[src/rtl/phyreg_free_list_if.sv]
// Rename/commit <-> physical register free list connection.
// Handshake: a rename slot is served in a cycle iff its req and its gnt are both high
// in that cycle; a stalled slot keeps req high; prd is meaningful only while gnt is high.
interface phyreg_free_list_if #(
  parameter int REG_SIZE_WIDTH = 6
);
  logic                      alloc_req_first_i;
  logic                      alloc_req_second_i;
  logic                      alloc_gnt_first_o;
  logic                      alloc_gnt_second_o;
  logic [REG_SIZE_WIDTH-1:0] alloc_prd_first_o;
  logic [REG_SIZE_WIDTH-1:0] alloc_prd_second_o;
  logic                      commit_alloc_first_i;
  logic                      commit_alloc_second_i;
  logic                      rel_valid_first_i;
  logic                      rel_valid_second_i;
  logic [REG_SIZE_WIDTH-1:0] rel_prd_first_i;
  logic [REG_SIZE_WIDTH-1:0] rel_prd_second_i;
  logic                      flush_i;
  logic [REG_SIZE_WIDTH-1:0] free_count_o;
  logic                      empty_o;
  logic                      overflow_err_o;

  modport master (
    output alloc_req_first_i, alloc_req_second_i,
    output commit_alloc_first_i, commit_alloc_second_i,
    output rel_valid_first_i, rel_valid_second_i, rel_prd_first_i, rel_prd_second_i,
    output flush_i,
    input  alloc_gnt_first_o, alloc_gnt_second_o, alloc_prd_first_o, alloc_prd_second_o,
    input  free_count_o, empty_o, overflow_err_o
  );

  modport slave (
    input  alloc_req_first_i, alloc_req_second_i,
    input  commit_alloc_first_i, commit_alloc_second_i,
    input  rel_valid_first_i, rel_valid_second_i, rel_prd_first_i, rel_prd_second_i,
    input  flush_i,
    output alloc_gnt_first_o, alloc_gnt_second_o, alloc_prd_first_o, alloc_prd_second_o,
    output free_count_o, empty_o, overflow_err_o
  );
endinterface

[src/rtl/phyreg_free_list.sv]
// Circular free list of physical register indices: dual allocate, dual release,
// and flush recovery to the committed head pointer.
module phyreg_free_list #(
  parameter int REG_SIZE       = 64,
  parameter int REG_SIZE_WIDTH = 6,
  parameter int ARCH_REG_NUM   = 32,
  parameter int FL_DEPTH       = 32
) (
  input logic clk,
  input logic rst,
  phyreg_free_list_if.slave fl
);
  localparam int IDX_W = $clog2(FL_DEPTH);
  localparam int PTR_W = IDX_W + 1;
  // First register not backing an architectural register after reset.
  localparam int FIRST_FREE = (REG_SIZE - FL_DEPTH > ARCH_REG_NUM) ? (REG_SIZE - FL_DEPTH) : ARCH_REG_NUM;

  logic [REG_SIZE_WIDTH-1:0] entry [FL_DEPTH];
  logic [PTR_W-1:0] head, commit_head, tail;
  logic [PTR_W-1:0] count, room, alloc_n, rel_n, rel_req_n;
  logic [PTR_W-1:0] head_next, commit_head_next, tail_next;
  logic [IDX_W-1:0] rd_idx_second, wr_idx_second;
  logic             gnt_first, gnt_second;
  logic             rel_q_first, rel_q_second, wr_ok_first, wr_ok_second;
  logic [REG_SIZE_WIDTH-1:0] wr_data_first;
  logic             overflow_err;

  assign count = tail - head;
  assign room  = PTR_W'(FL_DEPTH) - count;

  // Grants see only the pre-edge count; same-cycle releases are not bypassed.
  assign gnt_first  = fl.alloc_req_first_i && (count >= PTR_W'(1)) && !fl.flush_i && !rst;
  assign gnt_second = fl.alloc_req_second_i && !fl.flush_i && !rst &&
                      (fl.alloc_req_first_i ? (count >= PTR_W'(2)) : (count >= PTR_W'(1)));

  assign rd_idx_second = head[IDX_W-1:0] + IDX_W'(gnt_first);
  assign alloc_n       = PTR_W'(gnt_first) + PTR_W'(gnt_second);

  // Releases of P0 never qualify; qualifying ones are packed toward tail.
  assign rel_q_first   = fl.rel_valid_first_i  && (fl.rel_prd_first_i  != '0);
  assign rel_q_second  = fl.rel_valid_second_i && (fl.rel_prd_second_i != '0);
  assign rel_req_n     = PTR_W'(rel_q_first) + PTR_W'(rel_q_second);
  assign wr_ok_first   = (rel_q_first || rel_q_second) && (room >= PTR_W'(1));
  assign wr_ok_second  = rel_q_first && rel_q_second && (room >= PTR_W'(2));
  assign wr_data_first = rel_q_first ? fl.rel_prd_first_i : fl.rel_prd_second_i;
  assign wr_idx_second = tail[IDX_W-1:0] + IDX_W'(1);
  assign rel_n         = PTR_W'(wr_ok_first) + PTR_W'(wr_ok_second);

  assign commit_head_next = commit_head + PTR_W'(fl.commit_alloc_first_i) + PTR_W'(fl.commit_alloc_second_i);
  assign head_next        = fl.flush_i ? commit_head_next : (head + alloc_n);
  assign tail_next        = tail + rel_n;

  always_ff @(posedge clk or posedge rst) begin
    if (rst) begin
      for (int k = 0; k < FL_DEPTH; k++) begin
        entry[k] <= REG_SIZE_WIDTH'(FIRST_FREE + k);
      end
      head         <= '0;
      commit_head  <= '0;
      tail         <= PTR_W'(FL_DEPTH);
      overflow_err <= 1'b0;
    end else begin
      if (wr_ok_first) begin
        entry[tail[IDX_W-1:0]] <= wr_data_first;
      end
      if (wr_ok_second) begin
        entry[wr_idx_second] <= fl.rel_prd_second_i;
      end
      head        <= head_next;
      commit_head <= commit_head_next;
      tail        <= tail_next;
      if (rel_n != rel_req_n) begin
        overflow_err <= 1'b1;
      end
    end
  end

  assign fl.alloc_gnt_first_o  = gnt_first;
  assign fl.alloc_gnt_second_o = gnt_second;
  assign fl.alloc_prd_first_o  = entry[head[IDX_W-1:0]];
  assign fl.alloc_prd_second_o = entry[rd_idx_second];
  assign fl.free_count_o       = REG_SIZE_WIDTH'(count);
  assign fl.empty_o            = (count == '0);
  assign fl.overflow_err_o     = overflow_err;
endmodule

[src/flat_wrapper.sv]
// flat-port wrapper written by rule: the top's interface ports become plain ports
module phyreg_free_list_flat 
#(
  parameter int REG_SIZE       = 64,
  parameter int REG_SIZE_WIDTH = 6,
  parameter int ARCH_REG_NUM   = 32,
  parameter int FL_DEPTH       = 32
)
  (clk, rst, fl_alloc_req_first_i, fl_alloc_req_second_i, fl_commit_alloc_first_i, fl_commit_alloc_second_i, fl_rel_valid_first_i, fl_rel_valid_second_i, fl_rel_prd_first_i, fl_rel_prd_second_i, fl_flush_i, fl_alloc_gnt_first_o, fl_alloc_gnt_second_o, fl_alloc_prd_first_o, fl_alloc_prd_second_o, fl_free_count_o, fl_empty_o, fl_overflow_err_o);
  phyreg_free_list_if #(.REG_SIZE_WIDTH(REG_SIZE_WIDTH)) fl_i ();
  input logic clk;
  input logic rst;
  input wire logic [$bits(fl_i.alloc_req_first_i)-1:0] fl_alloc_req_first_i;
  input wire logic [$bits(fl_i.alloc_req_second_i)-1:0] fl_alloc_req_second_i;
  input wire logic [$bits(fl_i.commit_alloc_first_i)-1:0] fl_commit_alloc_first_i;
  input wire logic [$bits(fl_i.commit_alloc_second_i)-1:0] fl_commit_alloc_second_i;
  input wire logic [$bits(fl_i.rel_valid_first_i)-1:0] fl_rel_valid_first_i;
  input wire logic [$bits(fl_i.rel_valid_second_i)-1:0] fl_rel_valid_second_i;
  input wire logic [$bits(fl_i.rel_prd_first_i)-1:0] fl_rel_prd_first_i;
  input wire logic [$bits(fl_i.rel_prd_second_i)-1:0] fl_rel_prd_second_i;
  input wire logic [$bits(fl_i.flush_i)-1:0] fl_flush_i;
  output wire logic [$bits(fl_i.alloc_gnt_first_o)-1:0] fl_alloc_gnt_first_o;
  output wire logic [$bits(fl_i.alloc_gnt_second_o)-1:0] fl_alloc_gnt_second_o;
  output wire logic [$bits(fl_i.alloc_prd_first_o)-1:0] fl_alloc_prd_first_o;
  output wire logic [$bits(fl_i.alloc_prd_second_o)-1:0] fl_alloc_prd_second_o;
  output wire logic [$bits(fl_i.free_count_o)-1:0] fl_free_count_o;
  output wire logic [$bits(fl_i.empty_o)-1:0] fl_empty_o;
  output wire logic [$bits(fl_i.overflow_err_o)-1:0] fl_overflow_err_o;
  assign fl_i.alloc_req_first_i = fl_alloc_req_first_i;
  assign fl_i.alloc_req_second_i = fl_alloc_req_second_i;
  assign fl_i.commit_alloc_first_i = fl_commit_alloc_first_i;
  assign fl_i.commit_alloc_second_i = fl_commit_alloc_second_i;
  assign fl_i.rel_valid_first_i = fl_rel_valid_first_i;
  assign fl_i.rel_valid_second_i = fl_rel_valid_second_i;
  assign fl_i.rel_prd_first_i = fl_rel_prd_first_i;
  assign fl_i.rel_prd_second_i = fl_rel_prd_second_i;
  assign fl_i.flush_i = fl_flush_i;
  assign fl_alloc_gnt_first_o = fl_i.alloc_gnt_first_o;
  assign fl_alloc_gnt_second_o = fl_i.alloc_gnt_second_o;
  assign fl_alloc_prd_first_o = fl_i.alloc_prd_first_o;
  assign fl_alloc_prd_second_o = fl_i.alloc_prd_second_o;
  assign fl_free_count_o = fl_i.free_count_o;
  assign fl_empty_o = fl_i.empty_o;
  assign fl_overflow_err_o = fl_i.overflow_err_o;
  phyreg_free_list #(.REG_SIZE(REG_SIZE), .REG_SIZE_WIDTH(REG_SIZE_WIDTH), .ARCH_REG_NUM(ARCH_REG_NUM), .FL_DEPTH(FL_DEPTH)) u_core (.clk(clk), .rst(rst), .fl(fl_i));
endmodule
[config.mk]
export PLATFORM = sky130hd
export DESIGN_NAME = phyreg_free_list_flat
export DESIGN_NICKNAME = d
export VERILOG_FILES = /design/src/rtl/phyreg_free_list_if.sv /design/src/rtl/phyreg_free_list.sv /design/src/flat_wrapper.sv
export SDC_FILE = /design/constraint.sdc
export NUM_CORES = 1
export LEC_CHECK = 0
export ABC_AREA = 1
export CAP_MARGIN = 0
export CORE_MARGIN = 2
export CORE_UTILIZATION = 28
export CTS_CLUSTER_DIAMETER = 80
export CTS_CLUSTER_SIZE = 28
export DETAILED_ROUTE_END_ITERATION = 7
export DONT_BUFFER_PORTS = 1
export GPL_TIMING_DRIVEN = 0
export PLACE_DENSITY_LB_ADDON = 0.12
export REMOVE_ABC_BUFFERS = 1
export SLEW_MARGIN = 20
export SYNTH_ARGS = -nofsm -noshare
export SYNTH_HDL_FRONTEND = slang
export SYNTH_SLANG_ARGS = --single-unit
[constraint.sdc]
create_clock -name clk -period 8.3 [get_ports clk]
set_input_delay 1.245 -clock clk [delete_from_list [all_inputs] [get_ports clk]]
set_output_delay 1.245 -clock clk [all_outputs]
set_load 0.005 [all_outputs]
==> results_dict.tcl <==
set metrics [dict create \
    synth_area_per_cell_um2 6.72 \
    n_fill_cell 5951 \
    dp_hpwl_um 43700 \
    p_total_mw 7.42 \
    fmax_ghz 0.130 \
    ys_seq_area_share_pct 35.8 \
    ios 43 \
    cts_hold_buf 0 \
    gp_congestion 0.857 \
    synth_top_family_by_area "simple AND/OR/NAND/NOR gates" \
    crit_start "u_core.head[2]" \
    tightestPinTransition_ns 1.06 \
    cts.htree.levels 1 \
    fin_crit_sh_pct 92.9 \
    cts.repair.resized 0 \
    worst_ep_required_time_ns 7.05 \
    final_common_cell "nand2_1" \
    yosys.area_share.adder_pct 2.18 \
    path_cells "inv_1, ha_1, a21oi_1, nand2_1, nand2_1, nand3_1, nor2_2, nand3_2, nand3_4, buf_16, inv_1, ha_4, inv_4, nand3_1, nand3_1, nand3_1, nand2_1, nand2_1, nand2_1" \
    drc 0 \
    seqCellArea_mm2 0.00543 \
    rr_worst_depth 14 \
    cts.sinks 211 \
    ys_ff_latch 211 \
    placed_cells 2816 \
    multi_input_area_mm2 0.00793 \
    drtIter0Drc 1559 \
    critical_path.most_common_cell "nand2_1" \
    num_rows 85 \
    layout.cells.non_filler 2852 \
    final_cell_mix "nand2_1 (445), nand3_1 (311), o21ai_0 (291)" \
    fp.dieH_um 237 \
    slowest_delay_ns 0.80 \
    grt.total_usage_pct 23.3 \
    finalNetCount 2187 \
    cts_tree "done" \
    worstReg2RegStart "u_core.head[2]" \
    cp_slowest_cell "dfrtp_2" \
    die_w_um 237 \
    cts_buffer_depth 3 \
    grt_pass1_wl_um 97900 \
    grt_pass1_vias 14800 \
    synthXorXnorAreaFrac_pct 0.810 \
    grt_setup_unrepaired "false" \
    post-cts-setup-buffer-count 0 \
    outcome "finished, final reports clean" \
    hold_violations 0 \
    core-area_mm2 0.0536 \
    gr-total-overflow 0 \
    synth.mux.area_fraction_pct 0 \
    ir_drop_mv 0.239 \
    io_buffers 0 \
    place_area_mm2 0.0160 \
    final_util_pct 31.2 \
    synth-compound-area-share_pct 22.9 \
    syn_to_final_growth_pct 10.5 \
    viasPerCell 5.41 \
    relSlewSlack_pct 28.7 \
    worstSetupPathType "register to output pin" \
    setup_violations 0 \
    wire_per_inst_um 23.2 \
    period_minus_slack_ns 7.71 \
    fin_tns_setup_ns 0 \
    netlist_area_mm2 0.0151 \
    worst_setup_path_start_kind "register" \
    critPathArrivalTime_ns 6.47 \
    synth_cell_types 39 \
    num_vias 15400 \
    antenna_cells 0 \
    grt_max_degree 68 \
    dr.pass1.iters 5 \
    clkLatencyLatePin_ns 0.55 \
    antenna_found_initial 2 \
    cp_max_fo 49 \
    hold_path.class "register to register" \
    power_density_mw_per_mm2 444 \
    clkTransAtPathRegs_ns 0.08 \
    drv_slew 0 \
    drtAntennaViolNets 0 \
    final_area_mm2 0.0167 \
    finalClockSkew_ns 0.0346 \
    initial_core_util_pct 28.2 \
    drive_gt1_share_pct 11.0 \
    min-delay-start "u_core.commit_head[5]" \
    cp-end-kind "output pin" \
    syn_inst 2254 \
    yosys.area_share.simple_pct 25.8 \
    leakage_nw 7.46 \
    maxCapViolations 0 \
    hold_path_depth 1 \
    dieArea_mm2 0.0559 \
    wirelength_um 66100 \
    cts_root_buffer "clkbuf_16" \
    r2r_slack_ns 3.29 \
    yosys_warnings 0 \
    cts_buffers 20 \
]
[flip-flops by register name, summed over array words and instances, names as in the netlist]
name,flops
u_core.fl.overflow_err_o,1
u_core.entry,192
u_core.head,6
u_core.tail,6
u_core.commit_head,6
[path summary, 6_finish.rpt]
path / endpoint
worst max-delay path: fl_alloc_prd_second_o[5]
worst min-delay path: u_core.commit_head[5]
worst max register to register: u_core.entry[177]
worst min register to register: u_core.commit_head[5]
max in group asynchronous: u_core.entry[185]
min in group asynchronous: u_core.commit_head[5]
[metal layers]
layer  GRT usage, %  part of all wire [%]  vias to the layer above  wire length, µm
li1               -                     -                     7287                -
met1           31.6                    44                     7402            29100
met2           36.7                    44                      637            29400
met3           6.12                   8.9                       92             5900
met4           5.98                   2.6                        2             1720
met5              0                 0.015                        -               10
[synthesized netlist by cell type, drive strengths merged]
| cell | count | area [µm²] |
|---|---|---|
| nand3 | 313 | 1580 |
| o221ai | 1 | 8.76 |
| nand4 | 9 | 56.3 |
| clkinv | 5 | 18.8 |
| o31ai | 3 | 22.5 |
| a21oi | 146 | 731 |
| dfstp | 113 | 2970 |
| nor4 | 3 | 18.8 |
| o21ai | 351 | 1760 |
| nand3b | 5 | 37.5 |
| buf | 54 | 292 |
| nor2 | 107 | 457 |
| a32o | 3 | 30.0 |
| fa | 4 | 80.1 |
| xor2 | 12 | 105 |
| o22ai | 21 | 131 |
| a21o | 1 | 7.51 |
| nor3 | 7 | 40.0 |
| clkbuf | 103 | 387 |
| nor2b | 1 | 6.26 |
| ha | 20 | 250 |
| dfrtp | 98 | 2450 |
| a31oi | 2 | 12.5 |
| o211ai | 91 | 683 |
| a22oi | 12 | 90.1 |
| inv | 315 | 1180 |
| nand2 | 452 | 1710 |
| xnor2 | 2 | 17.5 |
[cells by family (layout without fill, tap and decap cells)]
logic type	count (synthesis)	count (layout)
flip-flops	211	211
XOR/XNOR	14	14
buffers and inverters	477	379
adder cells (fa/ha/maj)	24	24
AO/OA/AOI/OAI	631	631
AND/OR/NAND/NOR	897	897
[per-stage QoR]
stage          worst slack (ns)  hold slack, ns
5_1_grt                   0.280           0.489
3_3_place_gp              -7.22           0.453
2_1_floorplan             0.233           0.436
3_5_place_dp              0.763           0.459
6_report                  0.589           0.467
4_1_cts                   0.160           0.474
[worst max-delay path: cells and delay by family (launching register included)]
kind	cells	cell delay, ns
and+or+nand+nor	12	1.84
adders and majority gates	2	1.39
buffers and inverters	4	1.53
AOI/OAI and AO/OA	1	0.26
DFF	1	0.80
[layout make-up]
type,count,area share [%]
clock buffer,22,3.23
clock inverter,14,1.04
inverter,320,7.30
multi-input combinational,1566,47.5
sequential,211,32.5
tap,696,5.21
timing repair buffer,23,3.29
[report_power, final]
group	internal, mW	switching (mW)
sequential	1.69	0.372
combinational	1.34	2.96
clock	0.554	0.503
total	3.58	3.84
No activity file was read; power rests on OpenSTA's default activity.
